[src/rtl/hvac_sequencer.sv]
// HVAC heat/cool sequencer: fan pre-purge, minimum run time, fan post-purge
// and anti-short-cycle lockout, with Moore-decoded actuator enables.
module hvac_sequencer #(
  parameter int unsigned PURGE   = 3,
  parameter int unsigned MIN_ON  = 8,
  parameter int unsigned MIN_OFF = 6,
  parameter int unsigned CNT_W   = 8
) (
  input  logic       clk,
  input  logic       rst_n,
  input  logic       heat_req,
  input  logic       cool_req,
  output logic       heat_en,
  output logic       cool_en,
  output logic       fan_en,
  output logic [2:0] state,
  output logic       fault
);

  typedef enum logic [2:0] {
    S_IDLE = 3'd0,
    S_PRE  = 3'd1,
    S_HEAT = 3'd2,
    S_COOL = 3'd3,
    S_POST = 3'd4,
    S_HOLD = 3'd5
  } state_t;

  localparam logic [CNT_W-1:0] PURGE_LAST   = CNT_W'(PURGE - 1);
  localparam logic [CNT_W-1:0] MIN_ON_LAST  = CNT_W'(MIN_ON - 1);
  localparam logic [CNT_W-1:0] MIN_OFF_LAST = CNT_W'(MIN_OFF - 1);
  localparam logic [CNT_W-1:0] TIMER_MAX    = '1;

  state_t           state_q, state_d;
  logic             mode_q, mode_d;   // 0 = heat, 1 = cool
  logic [CNT_W-1:0] timer_q;
  logic             req_sel;
  logic             both_req;

  // State register
  always_ff @(posedge clk or negedge rst_n) begin
    if (!rst_n) begin
      state_q <= S_IDLE;
    end else begin
      state_q <= state_d;
    end
  end

  // Next-state and mode selection
  always_comb begin
    state_d  = state_q;
    mode_d   = mode_q;
    req_sel  = mode_q ? cool_req : heat_req;
    both_req = heat_req & cool_req;
    case (state_q)
      S_IDLE: begin
        if (heat_req ^ cool_req) begin
          state_d = S_PRE;
          mode_d  = cool_req;
        end
      end
      S_PRE: begin
        if (!req_sel) begin
          state_d = S_POST;
        end else if (timer_q == PURGE_LAST) begin
          state_d = mode_q ? S_COOL : S_HEAT;
        end
      end
      S_HEAT, S_COOL: begin
        if ((timer_q >= MIN_ON_LAST) && (!req_sel || both_req)) begin
          state_d = S_POST;
        end
      end
      S_POST: begin
        if (timer_q == PURGE_LAST) begin
          state_d = S_HOLD;
        end
      end
      S_HOLD: begin
        if (timer_q == MIN_OFF_LAST) begin
          state_d = S_IDLE;
        end
      end
      default: begin
        state_d = S_IDLE;
      end
    endcase
  end

  // Phase timer: clears on any transition, otherwise counts up and saturates
  always_ff @(posedge clk or negedge rst_n) begin
    if (!rst_n) begin
      timer_q <= '0;
    end else if (state_d != state_q) begin
      timer_q <= '0;
    end else if (timer_q != TIMER_MAX) begin
      timer_q <= timer_q + CNT_W'(1);
    end
  end

  always_ff @(posedge clk or negedge rst_n) begin
    if (!rst_n) begin
      mode_q <= 1'b0;
    end else begin
      mode_q <= mode_d;
    end
  end

  // Enables are registered decodes of the next state, so they track state_q exactly
  always_ff @(posedge clk or negedge rst_n) begin
    if (!rst_n) begin
      heat_en <= 1'b0;
      cool_en <= 1'b0;
      fan_en  <= 1'b0;
      fault   <= 1'b0;
    end else begin
      heat_en <= (state_d == S_HEAT);
      cool_en <= (state_d == S_COOL);
      fan_en  <= (state_d == S_PRE) || (state_d == S_POST) ||
                 (state_d == S_HEAT) || (state_d == S_COOL);
      fault   <= heat_req & cool_req;
    end
  end

  assign state = state_q;

endmodule
[config.mk]
export PLATFORM = sky130hd
export DESIGN_NAME = hvac_sequencer
export DESIGN_NICKNAME = d
export VERILOG_FILES = /design/src/rtl/hvac_sequencer.sv
export SDC_FILE = /design/constraint.sdc
export NUM_CORES = 1
export LEC_CHECK = 0
export ABC_AREA = 1
export CORE_UTILIZATION = 46
export CTS_CLUSTER_DIAMETER = 200
export DETAILED_ROUTE_END_ITERATION = 7
export GPL_ROUTABILITY_DRIVEN = 0
export PLACE_DENSITY_LB_ADDON = 0.1
export SYNTH_ARGS = -nofsm -noshare
export SYNTH_HDL_FRONTEND = slang
export SYNTH_SLANG_ARGS = --single-unit
[constraint.sdc]
create_clock -name clk -period 1.8 [get_ports clk]
set_input_delay 0.18 -clock clk [delete_from_list [all_inputs] [get_ports clk]]
set_output_delay 0.18 -clock clk [all_outputs]
set_load 0.02 [all_outputs]
* Word-level counts from Yosys, hierarchy flattened
Index checks and enable logic that the tools add are counted.
** Word-level totals
- Bits in registers :: 16
- Bits in latches :: 0
- RAM bits :: 0
- ROM bits :: 0
- Logic and storage cells :: 45
- Memories :: 0
** Cells by class
- Add/subtract/negate cells :: 1
- $mul :: 0
- Div/mod/pow operators :: 0
- Magnitude comparators :: 1
- Equal/unequal tests :: 13
- Shift-type cells :: 0
- Multiplexer cells :: 11
- Bitwise gates (word level) :: 2
- Reductions and logical operators :: 10
** Operators with widths (count)
- two-way mux 3 bit :: 6
- two-way mux 8 bit :: 2
- one-hot mux 3 bit (5 select lines) :: 1
- == test 3 x 2 -> 1 bit, second input constant :: 4
- == test 3 bit, second input constant :: 3
- adder 8 x 1 -> 8 bit, second input constant :: 1
- == test 8 x 2 -> 1 bit, second input constant :: 1
- == test 8 x 3 -> 1 bit, second input constant :: 1
- >= comparator 8 x 3 -> 1 bit, second input constant :: 1
- inequality test 8 bit, second input constant :: 1
- == test 3 x 1 -> 1 bit, second input constant :: 2
- logical OR 1 bit :: 4
- zero test 3 bit :: 1
- inequality test 3 bit :: 1
- two-way mux 1 bit :: 2
- AND reduction 2 bit :: 1
- nonzero test 2 bit :: 1
- OR reduction 2 bit :: 1
- AND 1 bit :: 1
- logical AND 1 bit :: 1
- zero test 1 bit :: 1
- XOR 1 bit :: 1

* Logic depth before layout (Yosys ltp)
- Depth in word-level cells :: 10
- Mapped depth :: 12
- Mapped depth without buffers :: 12

* Least setup slack after synthesis
No wires, ideal clock.
- Path kind :: register to register
- Start :: register timer_q[0]
- End :: register timer_q[4]
- Data arrival time :: 1.393 ns
- Data required time :: 1.678 ns
- Path slack :: 0.284 ns
- Stages on the path, launching flop included :: 12
- Buffers on the path :: 0
- Period minus slack after synthesis :: 1.516 ns
- Cells stage by stage :: dfrtp_1 > ha_1 > nand2_1 > nand2_1 > o21ai_2 > nand2_1 > nand2_1 > nand2_2 > nand2_4 > nand2_4 > nand2_8 > nor2_2
** On the way
- Word-level cells in the longest chain between the ends :: 6
- Elaborated cells on any way between the ends :: 16
- Classes of those cells :: add/sub: 1; order compare: 1; eq/ne: 4; mux: 8; reduce/logical: 2
** RTL lines
- start: declaration :: RTL line 36 : logic [CNT_W-1:0] timer_q;
- start signal: assignment :: RTL line 97 : timer_q <= timer_q + CNT_W'(1);
- >= comparator 8 x 3 -> 1 bit / == test 8 x 2 -> 1 bit (equally long branches) :: RTL line 70, 65, 75
- logical AND 1 bit / two-way mux 3 bit (equally long branches) :: RTL line 70, 65
- two-way mux 3 bit (on tied branches) :: RTL line 70, 63
- one-hot mux 3 bit (5 select lines) * :: RTL line 55 : case (state_q)
- net state_d[0] :: RTL line 34 : state_t state_q, state_d;
- inequality test 3 bit * :: RTL line 94 : end else if (state_d != state_q) begin
- two-way mux 8 bit / nonzero test 2 bit (equally long branches)
The timed path passes the listed nets; every way through them passes the cells marked *. The select of a mux whose other input is x is not followed.
A chain may end at the register's enable or synchronous reset.

* Worst setup path in the final report
- Start :: register timer_q[1]
- End :: register timer_q[6]
** On the way
- Word-level cells in the longest chain between the ends :: 6
- Elaborated cells on any way between the ends :: 16
- Classes of those cells :: add/sub: 1; order compare: 1; eq/ne: 4; mux: 8; reduce/logical: 2
** RTL lines (RTL line)
- >= comparator 8 x 3 -> 1 bit / == test 8 x 2 -> 1 bit (equally long branches) :: 70, 65, 75
- logical AND 1 bit / two-way mux 3 bit (equally long branches) :: 70, 65
- two-way mux 3 bit (on tied branches) :: 70, 63
- one-hot mux 3 bit (5 select lines) :: 55
- inequality test 3 bit :: 94
- two-way mux 8 bit / nonzero test 2 bit (equally long branches)
Parallel ways exist; a longest one is shown, timed or not. The select of a mux whose other input is x is not followed.

==> results.md <==
- Vias in the first global route: 783
- Drt wl/cell: 11.0 um
- Post-CTS Hold Fix Bufs: 0
- Core area: 2020 um2
- Post-route cell area: between 1000 and 1500 um2
- Max Slew Vio Count: 0
- Total global routing overflow: 0
- CP endpoint kind: flip-flop
- Worst Max-Slew Pin Slew: 300 ps
- Clock power share: 13.4%
- Routed Wire Length: 1830 um
- Die height: 49.2 um
- Layout Nets: 149
- Starting Density: between 50% and 60%
- Int Power: 0.000946 W
- HP Class: in2async
- Antenna violations before repair: 0
- IO Count: 11
- Clock Latency Late Sink: 290 ps
- Max-Cap Viols: 0
- First DRT Iteration DRCs: 8
- Via count: just over 800
- Pre-antenna DRT Iters: 4
- Post-synth cell types: 21
- Share of layout cells above drive strength 1: 22.9%
- CP required: 2020 ps
- Sw Share: 46.6%
- Mapped Area: 1020 um2
- Routed Antenna Nets: 0
- GRT Total Usage: 18.2%
- # rows: 16
- Gate power share: approximately 56%
- CTS root buffer: clkbuf_4
- Primary FF master, synth: dfrtp_1
- LEAKAGE: 0.598 nW
- Die X: between 40 and 50 um
- Worst IR Drop VDD: slightly above 0.7 mV
- Placed inst area: 1160 um2
- Async set or reset register ratio after synthesis: 100%
- Post-route minimum period: around 1700 ps
- Seq/Total Area, Yosys: 39.1%
- CP Class: reg2reg
- N_diodes: 0
- Die Area: 2420 um2
- TritonCTS clock tree: yes
- Commonest non-fill, non-tap cell in the layout: nand2_1
- Crit-path max FO: 8
- Syn Inst Count: 125
- TritonCTS buffer count: 3
- Fmax: 0.604 GHz
- Net Count, Synth: 133
- Register bit total from synthesis: 16
- Worst setup SP type: flip-flop
- Flop pwr share: 30.2%
- Setup Viol. Count Final: 0
- Tot Pwr: 0.00177 W
- Global-route wire length before repair: 3370 um
- DRC: 0
- Area growth syn-to-layout: 19.7%
- Arr. time, crit path: 1880 ps
- DPL Wire Length: 1310 um
- H-tree levels: 1
- CTS-repair resized insts: 0
- Average cell area after synthesis: around 8.2 um2
- Final Worst Setup Slack: between 100 and 150 ps
- Final number of hold-violating endpoints: 0
- Fin crit share: 92.0%
- Via density: 4.86
- Worst-path clk slew: 100 ps
- CTS Sinks: 16
- Maximum root-to-sink buffer count: 2
- EDFF count, synth: 0
- Number of port buffers: 10
- Worst Clk Skew: 8.95 ps
- Outcome: finished, final reports clean
- Slew HR: between 80 and 90%
- Most frequent cells in the layout: 23 x nand2_1, 18 x inv_1, 16 x dfrtp_1
- Yosys warnings: 0
- Pre-CTS WS: 75.7 ps
- Power Dens Cells: 1450 nW/um2
- NetSw: 0.000825 W
- Largest net degree at the start of global routing: 17
- Post-CTS Setup Bufs: 0
metal layers:
metal | track usage (%) | share of wire, %
met1 | 22.6 | 45
met2 | 31.1 | 50
met3 | 3.74 | 3.6
met4 | 5.88 | 0.44
met5 | 0 | 0
registers in the layout, summed over array words and instances, names as in the netlist:
| name | flops |
|---|---|
| cool_en | 1 |
| timer_q | 8 |
| state | 3 |
| mode_q | 1 |
| heat_en | 1 |
| fan_en | 1 |
| fault | 1 |
cell families (layout without fill, tap and decap cells):
logic type               count (synthesis)  in the layout  synth area share (%)
XOR/XNOR                                 3              3                  2.57
flip-flops                              16             16                  39.1
AND/OR/NAND/NOR                         69             69                  36.8
adder cells (fa/ha/maj)                  4              4                  4.89
buffers and inverters                   19             34                  6.97
AO/OA/AOI/OAI                           14             14                  9.66
synthesized netlist by cell type, types with 3 or more instances:
master / count / area share (%)
inv_1: 18 / 6.6
nor2_2: 10 / 6.1
nor2_4: 3 / 3.3
ha_1: 4 / 4.9
a21oi_1: 5 / 2.4
nand2_1: 24 / 8.8
xor2_1: 3 / 2.6
nand2_4: 3 / 3.3
nand3_1: 12 / 5.9
o21ai_0: 5 / 2.4
dfrtp_1: 16 / 39
nor2_1: 12 / 4.4
power by group through the flow:
stage	clock network (W)	logic, W	registers, W
after global placement	0	0.000966	0.000538
final	0.000237	0.000999	0.000534
after floorplan	0	0.000709	0.000578
after detailed placement	0	0.000985	0.000539
after global routing	0.000266	0.00112	0.000548
after CTS	0.000249	0.000991	0.000532
stage by stage:
step,setup TNS [ps],hold WS (ps),cells,utilization (%)
final,0,206,167,60.6
after global routing,-9.94,205,167,60.6
after detailed placement,0,526,163,57.6
after floorplan,0,-116,125,-
after CTS,0,203,167,59.4
after global placement,0,521,163,57.6
final cells by class:
class,count,area (um2)
Sequential cell,16,400
Timing Repair Buffer,11,108
Inverter,19,71.3
Fill cell,174,797
Clock buffer,4,36.3
Multi-Input combinational cell,90,576
Tap cell,27,33.8
path summary, 6_finish.rpt:
path	cells past startpoint	start	end	slack, ps
setup / recovery	10	timer_q[1]	timer_q[6]	140
hold / removal	2	rst_n	state[2]	210
setup reg to reg	10	timer_q[1]	timer_q[6]	140
hold reg to reg	2	mode_q	mode_q	580
max in group asynchronous	2	rst_n	cool_en	1400
min in group clk	3	cool_req	mode_q	540
critical path, cell delays in order (launching register included):
cell and delay [ps]:
dfrtp_1 440, ha_2 200, nand2_2 110, nand2_1 80, o21ai_2 150, nand2_1 60
nand2_1 100, nand3_2 100, nor2_4 170, nand2_8 100, nor2_2 90
No activity file was read; power rests on OpenSTA's default activity.
